## src/rtl/miriscv_mem_initiator.sv

```systemverilog
// miriscv_mem_initiator
//   Requesting end of the MIRISCV data-memory bus. Commands come in on a
//   valid/ready port. Each accepted command is driven onto the bus for one
//   cycle. Responses are returned in order through a small buffer.
//
//   Handshake rule (cmd_* and rsp_*): a transfer happens in any cycle where
//   valid and ready are both 1 at the rising edge. Once valid is raised, the
//   producer keeps valid and its payload stable until the transfer happens.
//   cmd_ready_o depends only on internal state, never on cmd_valid_i.
//
//   Ports
//     clk_i, arstn_i      clock, synchronous active-low reset
//     cmd_*               command input (we/addr/wdata/be)
//     data_*              memory bus: req/we/be/addr/wdata out, rvalid/rdata in
//     rsp_*               response output (rdata, we tag)
//     idle_o              nothing in flight and response buffer empty
//     proto_err_o         sticky: rvalid arrived with nothing outstanding
//     timeout_o           sticky watchdog flag
//
//   Optional feature macro: MIRISCV_MEM_INIT_TIMEOUT_EN
//     Adds a watchdog that sets timeout_o after TIMEOUT_CYCLES cycles with
//     requests outstanding and no rvalid. After that, new commands are blocked.
//     Without the macro, timeout_o is tied to 0.
module miriscv_mem_initiator #(
  parameter int MAX_OUTSTANDING = 4,
  parameter int RSP_DEPTH       = 4,
  parameter int TIMEOUT_CYCLES  = 256
) (
  input  logic        clk_i,
  input  logic        arstn_i,
  input  logic        cmd_valid_i,
  output logic        cmd_ready_o,
  input  logic        cmd_we_i,
  input  logic [31:0] cmd_addr_i,
  input  logic [31:0] cmd_wdata_i,
  input  logic [3:0]  cmd_be_i,
  output logic        data_req_o,
  output logic        data_we_o,
  output logic [3:0]  data_be_o,
  output logic [31:0] data_addr_o,
  output logic [31:0] data_wdata_o,
  input  logic        data_rvalid_i,
  input  logic [31:0] data_rdata_i,
  output logic        rsp_valid_o,
  input  logic        rsp_ready_i,
  output logic [31:0] rsp_rdata_o,
  output logic        rsp_we_o,
  output logic        idle_o,
  output logic        proto_err_o,
  output logic        timeout_o
);

  localparam int OCW = $clog2(MAX_OUTSTANDING + 1);
  localparam int RCW = $clog2(RSP_DEPTH + 1);
  localparam int TPW = (MAX_OUTSTANDING > 1) ? $clog2(MAX_OUTSTANDING) : 1;
  localparam int RPW = (RSP_DEPTH > 1) ? $clog2(RSP_DEPTH) : 1;

  logic            req_q, req_d, we_q, we_d;
  logic [3:0]      be_q, be_d;
  logic [31:0]     addr_q, addr_d, wdata_q, wdata_d;
  logic [OCW-1:0]  out_cnt_q, out_cnt_d;
  logic [TPW-1:0]  tag_wr_q, tag_wr_d, tag_rd_q, tag_rd_d;
  logic            tag_mem_q [MAX_OUTSTANDING];
  logic            tag_mem_d [MAX_OUTSTANDING];
  logic [RCW-1:0]  rsp_cnt_q, rsp_cnt_d;
  logic [RPW-1:0]  rsp_wr_q, rsp_wr_d, rsp_rd_q, rsp_rd_d;
  logic [31:0]     rsp_data_q [RSP_DEPTH];
  logic [31:0]     rsp_data_d [RSP_DEPTH];
  logic            rsp_tag_q  [RSP_DEPTH];
  logic            rsp_tag_d  [RSP_DEPTH];
  logic            proto_err_q, proto_err_d;

  logic cmd_fire, rv_accept, rv_stray, rsp_pop, credit_ok;

  // The outstanding count goes up at the fire edge. So it already includes
  // the request being driven in the req cycle. Credit therefore never
  // double-books a slot.
  always_comb begin
    credit_ok   = (32'(out_cnt_q) < 32'(MAX_OUTSTANDING)) &&
                  ((32'(out_cnt_q) + 32'(rsp_cnt_q)) < 32'(RSP_DEPTH));
    cmd_ready_o = arstn_i && credit_ok && !timeout_o;
    cmd_fire    = cmd_valid_i && cmd_ready_o;
    rv_accept   = data_rvalid_i && (out_cnt_q != '0);
    rv_stray    = data_rvalid_i && (out_cnt_q == '0);
    rsp_valid_o = (rsp_cnt_q != '0);
    rsp_pop     = rsp_valid_o && rsp_ready_i;
  end

  always_comb begin
    req_d       = cmd_fire;
    we_d        = we_q;
    be_d        = be_q;
    addr_d      = addr_q;
    wdata_d     = wdata_q;
    out_cnt_d   = out_cnt_q;
    tag_wr_d    = tag_wr_q;
    tag_rd_d    = tag_rd_q;
    tag_mem_d   = tag_mem_q;
    rsp_cnt_d   = rsp_cnt_q;
    rsp_wr_d    = rsp_wr_q;
    rsp_rd_d    = rsp_rd_q;
    rsp_data_d  = rsp_data_q;
    rsp_tag_d   = rsp_tag_q;
    proto_err_d = proto_err_q || rv_stray;

    if (cmd_fire) begin
      we_d    = cmd_we_i;
      be_d    = cmd_be_i;
      addr_d  = cmd_addr_i;
      wdata_d = cmd_wdata_i;
      tag_mem_d[tag_wr_q] = cmd_we_i;
      tag_wr_d = (tag_wr_q == TPW'(MAX_OUTSTANDING - 1)) ? '0 : tag_wr_q + TPW'(1);
    end

    // Accepted rvalid: retire the oldest tag and queue its response.
    // Write responses carry zero data.
    if (rv_accept) begin
      tag_rd_d = (tag_rd_q == TPW'(MAX_OUTSTANDING - 1)) ? '0 : tag_rd_q + TPW'(1);
      rsp_data_d[rsp_wr_q] = tag_mem_q[tag_rd_q] ? 32'h0 : data_rdata_i;
      rsp_tag_d[rsp_wr_q]  = tag_mem_q[tag_rd_q];
      rsp_wr_d = (rsp_wr_q == RPW'(RSP_DEPTH - 1)) ? '0 : rsp_wr_q + RPW'(1);
    end

    if (rsp_pop) begin
      rsp_rd_d = (rsp_rd_q == RPW'(RSP_DEPTH - 1)) ? '0 : rsp_rd_q + RPW'(1);
    end

    case ({cmd_fire, rv_accept})
      2'b10:   out_cnt_d = out_cnt_q + OCW'(1);
      2'b01:   out_cnt_d = out_cnt_q - OCW'(1);
      default: out_cnt_d = out_cnt_q;
    endcase

    case ({rv_accept, rsp_pop})
      2'b10:   rsp_cnt_d = rsp_cnt_q + RCW'(1);
      2'b01:   rsp_cnt_d = rsp_cnt_q - RCW'(1);
      default: rsp_cnt_d = rsp_cnt_q;
    endcase
  end

  always_ff @(posedge clk_i) begin
    if (!arstn_i) begin
      req_q       <= 1'b0;
      we_q        <= 1'b0;
      be_q        <= '0;
      addr_q      <= '0;
      wdata_q     <= '0;
      out_cnt_q   <= '0;
      tag_wr_q    <= '0;
      tag_rd_q    <= '0;
      rsp_cnt_q   <= '0;
      rsp_wr_q    <= '0;
      rsp_rd_q    <= '0;
      proto_err_q <= 1'b0;
      for (int i = 0; i < MAX_OUTSTANDING; i++) tag_mem_q[i] <= 1'b0;
      for (int i = 0; i < RSP_DEPTH; i++) begin
        rsp_data_q[i] <= '0;
        rsp_tag_q[i]  <= 1'b0;
      end
    end else begin
      req_q       <= req_d;
      we_q        <= we_d;
      be_q        <= be_d;
      addr_q      <= addr_d;
      wdata_q     <= wdata_d;
      out_cnt_q   <= out_cnt_d;
      tag_wr_q    <= tag_wr_d;
      tag_rd_q    <= tag_rd_d;
      tag_mem_q   <= tag_mem_d;
      rsp_cnt_q   <= rsp_cnt_d;
      rsp_wr_q    <= rsp_wr_d;
      rsp_rd_q    <= rsp_rd_d;
      rsp_data_q  <= rsp_data_d;
      rsp_tag_q   <= rsp_tag_d;
      proto_err_q <= proto_err_d;
    end
  end

`ifdef MIRISCV_MEM_INIT_TIMEOUT_EN
  localparam int WCW = $clog2(TIMEOUT_CYCLES + 1);
  logic [WCW-1:0] wd_cnt_q, wd_cnt_d;
  logic           timeout_q, timeout_d;

  // The count saturates at the limit. The flag is raised in the same edge
  // that the count reaches the limit.
  always_comb begin
    wd_cnt_d = wd_cnt_q;
    if ((out_cnt_q == '0) || rv_accept) begin
      wd_cnt_d = '0;
    end else if (32'(wd_cnt_q) < 32'(TIMEOUT_CYCLES)) begin
      wd_cnt_d = wd_cnt_q + WCW'(1);
    end
    timeout_d = timeout_q || (32'(wd_cnt_d) >= 32'(TIMEOUT_CYCLES));
  end

  always_ff @(posedge clk_i) begin
    if (!arstn_i) begin
      wd_cnt_q  <= '0;
      timeout_q <= 1'b0;
    end else begin
      wd_cnt_q  <= wd_cnt_d;
      timeout_q <= timeout_d;
    end
  end

  assign timeout_o = timeout_q;
`else
  assign timeout_o = 1'b0;
`endif

  assign data_req_o   = req_q;
  assign data_we_o    = we_q;
  assign data_be_o    = be_q;
  assign data_addr_o  = addr_q;
  assign data_wdata_o = wdata_q;
  assign rsp_rdata_o  = rsp_data_q[rsp_rd_q];
  assign rsp_we_o     = rsp_tag_q[rsp_rd_q];
  assign proto_err_o  = proto_err_q;
  assign idle_o       = (out_cnt_q == '0) && (rsp_cnt_q == '0) && !req_q;

endmodule

```

## config.mk

```make
export PLATFORM = sky130hd
export DESIGN_NAME = miriscv_mem_initiator
export DESIGN_NICKNAME = d
export VERILOG_FILES = /design/src/rtl/miriscv_mem_initiator.sv
export SDC_FILE = /design/constraint.sdc
export NUM_CORES = 1
export LEC_CHECK = 0
export BUFFER_PORTS_ARGS = -buffer_cell sky130_fd_sc_hd__buf_4
export CAP_MARGIN = 10
export CORE_MARGIN = 2
export CORE_UTILIZATION = 30
export CTS_CLUSTER_SIZE = 10
export DETAILED_ROUTE_END_ITERATION = 10
export GPL_TIMING_DRIVEN = 0
export SETUP_SLACK_MARGIN = 0.4
export SYNTH_ARGS = -nofsm -noshare
export SYNTH_HDL_FRONTEND = slang
export SYNTH_SLANG_ARGS = --single-unit
```

## constraint.sdc

```tcl
create_clock -name clk_i -period 6.9 [get_ports clk_i]
set_input_delay 0.69 -clock clk_i [delete_from_list [all_inputs] [get_ports clk_i]]
set_output_delay 0.69 -clock clk_i [all_outputs]
set_load 0.02 [all_outputs]
```

### Word-level counts from Yosys, hierarchy flattened

Cells that the tools add are included.

* register bits: 221
* input bits: 106
* word-level logic and storage cells: 96

* $add $sub $neg: 9
* $lt $le $gt $ge: 8
* equality and inequality tests: 8
* mux-type cells: 25
* bitwise operators: 4
* reduce and logical (&&, ||, !) cells: 18

Operators by type and width (number)
* 128-bit bitwise mux: 1
* 32-bit two-way mux: 4
* 32-bit binary-select mux with 2-bit select: 1
* 32-bit demux with 2-bit select: 1
* 2-bit == test, second input constant: 6
* 3-bit >= comparator, second input constant: 4
* 2-bit inverter with 3-bit output: 4
* 3-bit case mux with 2 select lines: 2
* 1-bit logical AND: 10
* 2-bit by 1-bit adder with 2-bit output, second input constant: 4
* 4-bit bitwise mux: 2
* 2-bit two-way mux: 4
* 3-bit by 1-bit adder with 3-bit output, second input constant: 2
* 3-bit zero test: 2
* 3-bit by 1-bit less-than comparator with 1-bit output, second input constant: 2
* 1-bit two-way mux: 6
* 3-bit nonzero test: 2
* 3-bit by 1-bit subtractor with 3-bit output, second input constant: 2
* 3-bit by 3-bit adder with 4-bit output: 1
* 1-bit binary-select mux with 2-bit select: 2
* 1-bit demux with 2-bit select: 2
* 2-bit by 1-bit == test with 1-bit output, second input constant: 2
* 4-bit by 3-bit less-than comparator with 1-bit output, second input constant: 1
* 2-bit nonzero test: 2
* 3 further kinds: 3

### Longest topological paths before layout

* depth after elaboration: 7
* mapped depth: 11

### Least setup slack after synthesis

OpenSTA, ideal clock, no wires.

* path kind: input-to-reg
* start: input arstn_i
* end: register out_cnt_q[2]
* library setup time: 0.076 ns
* data arrival time: 2.517 ns
* data required time: 6.824 ns
* path slack: 4.307 ns
* stages: 11
* buffers on the path: 2
* path through: buf_2 > nor3b_1 > and4_1 > buf_4 > inv_2 > ha_1 > inv_1 > fa_1 > xor2_1 > or3_1 > a21boi_0

* cells in the longest elaborated chain, start to end: 4
* elaborated cells between the ends (all ways): 6
* classes of those cells: 2 x eq/ne; 1 x mux; 3 x reduce/logical

RTL lines
* start, declared: line 30 `input logic arstn_i,`
* 1-bit logical AND: line 81 `cmd_ready_o = arstn_i && credit_ok && !timeout_o;`
* 1-bit logical AND: line 82 `cmd_fire = cmd_valid_i && cmd_ready_o;`
* 2-bit by 1-bit == test with 1-bit output or 2-bit == test (tied branches): line 128 `case ({cmd_fire, rv_accept})`
* 3-bit case mux with 2 select lines or 2-bit nonzero test (tied branches)
* end signal, assigned: line 166 `out_cnt_q <= out_cnt_d;`
* end, declared: line 61 `logic [OCW-1:0] out_cnt_q, out_cnt_d;`

Parallel ways exist; a longest one is shown, timed or not.
A chain may end at the register's enable or synchronous reset.

### Final worst setup path

* start: register rsp_rd_q[0]
* end: output rsp_rdata_o[4]

* cells in the longest elaborated chain, start to end: 4

RTL lines
* start, declared: line 66 `logic [RPW-1:0] rsp_wr_q, rsp_wr_d, rsp_rd_q, rsp_rd_d;`
* start signal, assigned: line 172 `rsp_rd_q <= rsp_rd_d;`
* 2-bit inverter with 3-bit output (implied by the code): line 216 `assign rsp_rdata_o = rsp_data_q[rsp_rd_q];`
* 32-bit binary-select mux with 2-bit select: line 216
* 32-bit two-way mux (implied by the code) (2 in a row): line 216
* end, declared: line 46 `output logic [31:0] rsp_rdata_o,`

Every way passes these cells. The select of a mux whose other input is x is not followed.

==> impl_metrics.csv <==
group,metric,value,unit
critical_path,path_max_fanout,10,
critical_path,crit_required,6.21,ns
timing,hold_viol,0,
clock_network,htree_levels,1,
drt,ant_nets,0,
synth,avgSynthCellArea,9.62,um2
global_route,antenna_found_initial,0,
power,power.density,342,mW/mm2
floorplanning,core,0.0305,mm2
synth,synth_cells,962,
floorplanning,dieHeight,180,um
placement,dp_hpwl,20900,um
synth,synth_nets,1084,
critical_path,worst-endpoint-arrival,2.57,ns
clock_network,clockRootBuffer,"clkbuf_16",
global_route,grt_overflow,0,
cells_and_area,area_growth,30.5,%
synth,synth_seq_cells,221,
critical_path,critPathKind,"register to primary output",
drt,vias_per_cell,5.07,
synth,netlist_area,0.00925,mm2
floorplanning,die-area,0.0323,mm2
timing,tns,0,ns
timing,fin_crit,3.26,ns
clock_network,cts_made_buffers,27,
cells_and_area,final_layout_size_suffix_gt1_share,29.0,%
floorplanning,start_util,30.3,%
global_route,grt_pass1_vias,8262,
drt,vias,8164,
clock_network,ctsResizeCount,0,
clock_network,cts_num_sinks,221,
drt,dr.pass1.iters,5,
timing,setup_viol,0,
power,p_leak,4.76,nW
power,ir_worst_vdd,0.214,mV
clock_network,holdBufCountCts,0,
timing,post-route-period-util,47.3,%
timing,rsz0062_at_grt,"no",
critical_path,end_kind,"primary output",
floorplanning,die_w,180,um
synth,seq_area_frac_synth,47.8,%
cells_and_area,num-nets-final,1324,
floorplanning,rows,64,
synth,yosysTopAreaCell,"dfxtp_1",
floorplanning,pin_count,214,
drt,initialDrtViolationCount,543,
job,maxCapViolCount,0,
synth,yosys_warnings,0,
cells_and_area,layout_commonest_cell,"buf_4",
drt,drcViolationCount,0,
worst_hold_path,hp-class,"primary input to register",
global_route,grt_use_total,17.6,%
synth,ys_top_cells_by_area,"dfxtp_1, o31ai_1, mux4_2",
clock_network,clk_latency,0.54,ns
synth,synth_top_cell_area_share,47.8,%
drt,post_drt_wl_per_cell,18.2,um
global_route,grt_max_degree,14,
power,p_total,4.13,mW
critical_path,start_kind,"register",
placement,io_buffers,211,
global_route,grt_pass1_wl,46100,um
drt,wl,29200,um
timing,timing.fmax,307,MHz
timing,worstMarginPinSlew,0.713,ns
clock_network,cts_tree,"built",
timing,drv_slew,0,
synth,yosys.cell_types.count,35,
run_status,status,"completed",
cells_and_area,final_cell_mix,"buf_4, dfxtp_1, nand2_1, o31ai_1, nand3_1",
clock_network,post_cts_buffers,0,
clock_network,path_clk_slew,0.05,ns
clock_network,ctsLongestPathBuffers,3,
timing,fin_worst_skew,0.0218,ns
timing,slew_headroom,52.5,%
placement,place.gp.congestion,0.781,
-- critical path: stages, from the launching register on --
cell	delay (ns)
dfxtp_1	0.32
clkbuf_1	0.47
clkbuf_1	0.61
mux4_2	0.46
buf_4	0.18
-- per-stage QoR --
step	hold WS, ns	instances	cell area [um2]	util [%]	setup WS [ns]
global placement	0.439	1569	11300	37.1	4.11
floorplan	0.426	962	9250	-	4.31
detailed placement	0.446	1569	11300	37.1	4.05
finish	0.356	1610	12100	39.6	3.64
global route	0.351	1609	12100	39.6	3.47
CTS	0.339	1609	12100	39.6	3.57
-- kinds of logic (layout without fill, tap and decap cells) --
logic type,after synthesis,in the layout,synth area share [%]
fa+ha+maj,16,16,2.33
mux,38,38,8.71
other cells,1,2,0.0405
flops,221,221,47.8
simple gates,359,359,17.9
buf+inv,111,362,7.65
compound gates,212,212,15.1
xor+xnor,4,4,0.379
-- where the power goes --
part	internal, mW	leakage (nW)	switching [mW]
clock	0.719	0.359	0.532
sequential	1.46	1.80	0.113
combinational	0.529	2.61	0.776
total	2.71	4.76	1.42
-- Yosys cell counts (all sizes together) --
cell    instances
clkbuf         39
xor2            2
nand4           4
nor2            1
fa              2
ha             14
mux2i           4
and4            1
conb            1
nor2b           1
o31ai         128
and3            1
a21boi          8
or3             8
nor3            2
xnor2           2
a21oi           1
nor3b           1
nand2         200
and2            4
mux4           34
o21ai          75
inv            13
dfxtp         221
nand3         136
buf            59
-- metal layers --
metal  up-vias  global-route usage (%)  wire length (um)
met5         -                       0                 0
met4         0                    4.59               740
met3        45                    4.78              2360
met2       325                    29.6             13600
met1      3878                    22.4             12500
li1       3916                       -                 -
-- sequential cells by signal (all words and copies together), names as in the netlist --
name and count:
data_be_o 4, out_cnt_q 3, tag_mem_q 4, data_addr_o 32
tag_wr_q 2, rsp_cnt_q 3, rsp_wr_q 2, tag_rd_q 2
rsp_rd_q 2, rsp_data_q 128, data_req_o 1, data_wdata_o 32
rsp_tag_q 4, proto_err_o 1, data_we_o 1
-- area by class of cell --
class	instances	area, um2
fill	3059	18400
sequential	221	4420
multi-input combinational	630	4120
timing repair buffer	211	1580
clock buffer	37	723
buffer	98	659
tap	396	495
inverter	13	48.8
clock inverter	3	21.3
antenna	1	2.50
-- worst paths after layout --
path	from	cells after the start	slack (ns)	endpoint
setup / recovery	rsp_rd_q[0]$_SDFFE_PN0P_	4	3.64	rsp_rdata_o[4]
hold / removal	cmd_addr_i[29]	3	0.36	data_addr_o[29]$_SDFFE_PN0P_
setup reg to reg	out_cnt_q[1]$_SDFFE_PN0P_	11	4.36	out_cnt_q[2]$_SDFFE_PN0P_
hold reg to reg	data_addr_o[23]$_SDFFE_PN0P_	2	0.45	data_addr_o[23]$_SDFFE_PN0P_
Power figures use the tool's default switching activity.
